File: src/rtl/ahb_pkg.sv
// Shared AHB types: transfer/burst encodings, arbiter states and burst length decode.
package ahb_pkg;

   typedef enum logic [1:0] {
      IDLE   = 2'd0,
      BUSY   = 2'd1,
      NONSEQ = 2'd2,
      SEQ    = 2'd3
   } htrans_t;

   typedef enum logic [2:0] {
      SINGLE = 3'd0,
      INCR   = 3'd1,
      WRAP4  = 3'd2,
      INCR4  = 3'd3,
      WRAP8  = 3'd4,
      INCR8  = 3'd5,
      WRAP16 = 3'd6,
      INCR16 = 3'd7
   } hburst_t;

   typedef enum logic [1:0] {
      StArb,
      StBurst,
      StLock
   } arb_state_t;

   // Beat count of a fixed-length burst; SINGLE and undefined-length INCR report 1.
   function automatic logic [4:0] burst_len(hburst_t burst);
      case (burst)
         WRAP4, INCR4:   burst_len = 5'd4;
         WRAP8, INCR8:   burst_len = 5'd8;
         WRAP16, INCR16: burst_len = 5'd16;
         default:        burst_len = 5'd1;
      endcase
   endfunction

endpackage

File: src/rtl/ahb_rr_pick.sv
// Rotate-priority picker: first set request bit searching upward from ptr_i+1 (mod N).
module ahb_rr_pick #(
   parameter int unsigned N = 4,
   localparam int unsigned W = $clog2(N)
) (
   input  logic [N-1:0] req_i,
   input  logic [W-1:0] ptr_i,
   output logic [W-1:0] idx_o,
   output logic         found_o
);

   int unsigned   pos;
   logic [W-1:0]  pos_w;

   // Walk N positions starting just after the pointer; the pointer itself is checked last.
   always_comb begin
      idx_o   = '0;
      found_o = 1'b0;
      pos     = 0;
      pos_w   = '0;
      for (int unsigned k = 1; k <= N; k++) begin
         pos   = (32'(ptr_i) + k) % N;
         pos_w = W'(pos);
         if (!found_o && req_i[pos_w]) begin
            found_o = 1'b1;
            idx_o   = pos_w;
         end
      end
   end

endmodule

File: src/rtl/ahb_arbiter.sv
// Round-robin AHB arbiter. Grant is held while a fixed-length burst still has two or
// more address phases to go, or while the granted master asserts HLOCK.
module ahb_arbiter
   import ahb_pkg::*;
#(
   parameter int unsigned NUM_MASTERS    = 4,
   parameter int unsigned DEFAULT_MASTER = 0,
   localparam int unsigned MW            = $clog2(NUM_MASTERS)
) (
   input  logic                   HCLK,
   input  logic                   HRESET,
   input  logic [NUM_MASTERS-1:0] HBUSREQ,
   input  logic [NUM_MASTERS-1:0] HLOCK,
   input  logic [1:0]             HTRANS,
   input  logic [2:0]             HBURST,
   input  logic                   HREADY,
   output logic [NUM_MASTERS-1:0] HGRANT,
   output logic [MW-1:0]          HMASTER,
   output logic                   HMASTLOCK
);

   localparam logic [MW-1:0]          DefIdx = MW'(DEFAULT_MASTER);
   localparam logic [NUM_MASTERS-1:0] DefGnt = NUM_MASTERS'(1) << DEFAULT_MASTER;

   arb_state_t    state_q, state_d;
   logic [4:0]    rem_q, rem_d;
   logic [MW-1:0] gnt_idx_q, gnt_idx_d;
   logic [MW-1:0] rr_ptr_q, rr_ptr_d;
   logic [MW-1:0] pick_idx;
   logic          pick_found;
   logic          owner_lock;
   logic          hold;

   ahb_rr_pick #(
      .N (NUM_MASTERS)
   ) u_pick (
      .req_i   (HBUSREQ),
      .ptr_i   (rr_ptr_q),
      .idx_o   (pick_idx),
      .found_o (pick_found)
   );

   // Burst counter update, hold decision and picker-driven grant selection.
   always_comb begin
      owner_lock = HLOCK[gnt_idx_q];
      rem_d      = rem_q;
      unique case (htrans_t'(HTRANS))
         // A NONSEQ inside a running burst is an early termination, not a new burst.
         NONSEQ:  rem_d = (state_q == StBurst) ? 5'd0 : burst_len(hburst_t'(HBURST)) - 5'd1;
         SEQ:     if (rem_q != 5'd0) rem_d = rem_q - 5'd1;
         IDLE:    rem_d = 5'd0;
         default: rem_d = rem_q;
      endcase

      // Releasing at remaining==1 moves the grant during the last beat's address phase.
      hold = (rem_d >= 5'd2) || owner_lock;

      if (owner_lock)           state_d = StLock;
      else if (rem_d >= 5'd2)   state_d = StBurst;
      else                      state_d = StArb;

      gnt_idx_d = gnt_idx_q;
      rr_ptr_d  = rr_ptr_q;
      if (!hold) begin
         if (pick_found) begin
            gnt_idx_d = pick_idx;
            rr_ptr_d  = pick_idx;
         end else begin
            gnt_idx_d = DefIdx;
         end
      end
   end

   // All state and outputs advance only on edges where the bus accepts an address phase.
   always_ff @(posedge HCLK or posedge HRESET) begin
      if (HRESET) begin
         state_q   <= StArb;
         rem_q     <= 5'd0;
         gnt_idx_q <= DefIdx;
         rr_ptr_q  <= DefIdx;
         HGRANT    <= DefGnt;
         HMASTER   <= DefIdx;
         HMASTLOCK <= 1'b0;
      end else if (HREADY) begin
         state_q   <= state_d;
         rem_q     <= rem_d;
         gnt_idx_q <= gnt_idx_d;
         rr_ptr_q  <= rr_ptr_d;
         HGRANT    <= NUM_MASTERS'(1) << gnt_idx_d;
         HMASTER   <= gnt_idx_q;
         HMASTLOCK <= owner_lock;
      end
   end

endmodule

File: config.mk
export PLATFORM = sky130hd
export DESIGN_NAME = ahb_arbiter
export DESIGN_NICKNAME = d
export VERILOG_FILES = /design/src/rtl/ahb_pkg.sv /design/src/rtl/ahb_rr_pick.sv /design/src/rtl/ahb_arbiter.sv
export SDC_FILE = /design/constraint.sdc
export NUM_CORES = 1
export LEC_CHECK = 0
export BUFFER_PORTS_ARGS = -buffer_cell sky130_fd_sc_hd__buf_4
export CAP_MARGIN = 20
export CORE_MARGIN = 4
export CORE_UTILIZATION = 53
export DETAILED_ROUTE_END_ITERATION = 8
export GPL_ROUTABILITY_DRIVEN = 0
export MAX_ROUTING_LAYER = met4
export PLACE_DENSITY = 0.78
export SYNTH_ARGS = -nofsm -noshare
export SYNTH_HDL_FRONTEND = slang
export SYNTH_SLANG_ARGS = --single-unit
File: constraint.sdc
create_clock -name HCLK -period 3 [get_ports HCLK]
set_input_delay 0.3 -clock HCLK [delete_from_list [all_inputs] [get_ports HCLK]]
set_output_delay 0.3 -clock HCLK [all_outputs]
set_load 0.05 [all_outputs]
==> summary.md <==
| Metric | Value |
|---|---|
| PD cells | 871.3 mW/mm² |
| Buffers & Inverters on Critical Path | 1 |
| CP cell instances | inv_1, ha_1, nand2_1, o31a_1, a2111o_1, nor4_2, a221o_1 |
| Die area | 0.002890 mm² |
| Total track usage | 0.1998 |
| Fin crit period | 2356 ps |
| Switch Pwr | 523.9 µW |
| Initial antenna violation count | 0 |
| Worst Setup Start Kind | flop |
| Sw Share | 0.4603 |
| I/O pin count | 23 |
| Routed Antenna Nets | 0 |
| Die width | 53.76 µm |
| Routed WL per cell | 14.59 µm |
| RSZ-0062 raised after global routing | no |
| Die Height | 53.76 µm |
| Worst skew pair latency | 290 ps |
| DRC | 0 |
| RR Startpoint | rem_q[1] |
| CP Data Required Time | 3240 ps |
| Sequential share of power | 0.360 |
| Critical Path Max Stage Delay | 480 ps |
| Tcrit/Tclk final | 0.7852 |
| Synthesis-to-finish area growth | 17.70% |
| Worst slew pin tran | 687.6 ps |
| DR iter-0 viols | 16 |
| Final core occ | 0.6591 |
| CP max stage cell | dfrtp_1 |
| Worst-case vdd ir drop | 718.8 µV |
| CTS tree | done |
| Status | finished, final reports clean |
| Worst-path clk slew | 100 ps |
| Max_slew headroom | 0.5374 |
| Core area | 0.001982 mm² |
| Max-Cap Viols | 0 |
| Grt total ovfl | 0 |
| Post-synth EDFFs | 0 |
| R2r setup slk | 640 ps |
| FILL cells | 163 |
| Clock Sinks | 17 |
| Int Pwr | 614.2 µW |
| Max-slew violations | 0 |
| DR pass1 iterations | 4 |
| Number of setup violations in the final report | 0 |
| Total Wirelength | 2378 µm |
| Yosys warnings | 0 |
| Buffers from clock root to sink, at most | 2 |
| Family with the most delay on the worst path | compound AO/OA/AOI/OAI gates |
| DP HPWL | 1825 µm |
| Via count | 996 |
| Placed Cells | 159 |
| First-pass GRT wire length | 4057 µm |
| Clock share of power | 0.110 |
| Post-Syn Nets | 133 |
| Post-synth ARST share | 1.000 |
| Vias in the first global route | 986 |
| Setup TNS | 0 ps |
| Syn avg cell area | 9.567 µm² |
| CP max FO | 9 |
| Non-filler cells, final | 163 |
| Hold WC Path Type | primary input to async pin |
| Row cnt | 16 |
| H-tree Lvls | 1 |
| Antenna Cells | 0 |
| Worst reg2reg path depth | 7 |
| Post-synth top flop | dfrtp_1 |
| WP data arrival | 2590 ps |
| CTS buffer count | 3 |
| Largest net degree at the start of global routing | 18 |
| #FFs+latches synth | 17 |
| Root Driver | clkbuf_4 |
| Via density | 6.110 |
| Hold buffers post-CTS | 0 |
| Cells after Synth | 116 |
| Lkg Pwr | 0.0005776 µW |
| Kind of critical path | flop to flop |
| Final nets | 154 |
| Reg2reg end | HGRANT[1] |
| Clk_skew | 4.692 ps |
| Post-CTS setup buffers | 0 |
| Synth unique cells | 46 |
| Port bufs | 21 |
| Fin. Hold Viols | 0 |
| Initial Util | 0.5600 |
| Fmax | 424.5 MHz |
| Area of the mapped netlist | 0.001110 mm² |
| Power share of the combinational group | 0.530 |
| Sequential-to-total area share from yosys stat | 0.3844 |
| Share of layout cells above drive strength 1 | 0.2647 |
| Critical Path Sink Type | flop |
| Post-CTS sizing | 0 |
==> power groups by stage <==
stage	clock network, µW	registers, µW	logic (µW)
global route	139	424	658
global placement	0	409	592
detailed placement	0	413	603
floorplan	0	540	320
CTS	130	408	606
finish	125	410	604
==> layer usage <==
metal	routed length [µm]	up-vias	GRT usage
met3	91	5	0.03324
met4	32	0	0.08085
met2	1220	22	0.3548
met1	1033	491	0.2193
met5	0	-	-
li1	-	478	-
==> cell type report <==
class | count | area, µm² | area share
sequential | 17 | 426.7 | 0.3266
multi-input combinational | 84 | 624.3 | 0.4780
timing repair buffer | 21 | 157.7 | 0.1207
clock buffer | 4 | 26.28 | 0.02011
inverter | 10 | 37.54 | 0.02874
tap | 27 | 33.78 | 0.02586
==> worst reg2reg max path, cell delays in order, from the launching register on <==
cell and delay (ps):
dfrtp_1 480, inv_1 90, ha_1 210, nand2_1 90
o31a_1 290, a2111o_1 450, nor4_2 470, a221o_1 220
==> metrics by stage <==
| stage | setup slack (ps) | instance area, µm² | hold slack (ps) | total power (µW) |
|---|---|---|---|---|
| finish | 644.4 | 1306 | 88.85 | 1138 |
| global route | 454.8 | 1306 | 135.6 | 1220 |
| CTS | 639.6 | 1306 | 110.4 | 1144 |
| detailed placement | 680.9 | 1280 | 437.3 | 1016 |
| global placement | 692.4 | 1280 | 425.2 | 1001 |
| floorplan | 829.8 | 1110 | 225.3 | 859.8 |
==> placed cells by master, fill, tap and decap left out, types with 2 or more instances in the layout <==
master     count
buf_4         21
dfrtp_1       16
inv_1          9
nor2_1         8
o21ai_0        8
a21oi_1        7
nand2b_1       5
nor3_1         5
nand2_1        4
mux2_2         4
a21o_1         3
nor2b_1        3
clkbuf_4       3
o2bb2ai_1      2
o21a_1         2
nand3_1        2
o221ai_1       2
o2111a_1       2
a221o_1        2
==> cells in the mapped netlist, types with 2 or more instances <==
library cell / count / share of area
dfrtp_1: 16 / 0.36
inv_1: 9 / 0.030
nor2_1: 8 / 0.027
o21ai_0: 8 / 0.036
a21oi_1: 7 / 0.032
nand2b_1: 5 / 0.028
nor3_1: 5 / 0.023
mux2_2: 4 / 0.041
nand2_1: 4 / 0.014
a21o_1: 3 / 0.020
clkbuf_1: 3 / 0.010
nor2b_1: 3 / 0.017
a221o_1: 2 / 0.018
buf_2: 2 / 0.0090
nand3_1: 2 / 0.0090
o2111a_1: 2 / 0.020
o21a_1: 2 / 0.014
o221ai_1: 2 / 0.016
o2bb2ai_1: 2 / 0.016
==> sequential cells by signal (all words and copies together), names as in the netlist <==
register,flops
rr_ptr_q,2
rem_q,5
gnt_idx_q,2
HGRANT,4
HMASTLOCK,1
HMASTER,2
state_q,1
==> cell families (layout without fill, tap and decap cells) <==
kind of cell | count (synthesis) | after routing | synth area share
AND/OR/NAND/NOR | 37 | 37 | 0.1928
adder cells (fa/ha/maj) | 1 | 1 | 0.01127
multiplexers | 6 | 6 | 0.07102
flip-flops | 17 | 17 | 0.3844
AO/OA/AOI/OAI | 40 | 40 | 0.2875
buffers and inverters | 15 | 35 | 0.05298
==> worst max-delay path by stage <==
stage	startpoint	end	slack [ps]	cells past startpoint
after floorplan	rem_q[1]	HGRANT[1]	830	8
after global placement	rem_q[1]	HGRANT[1]	690	7
after detailed placement	rem_q[1]	HGRANT[1]	680	7
after CTS	rem_q[1]	HGRANT[1]	640	7
after global routing	rem_q[1]	HGRANT[1]	450	7
final	rem_q[1]	HGRANT[1]	640	7
Note: power is estimated with default switching activity, not from simulation.
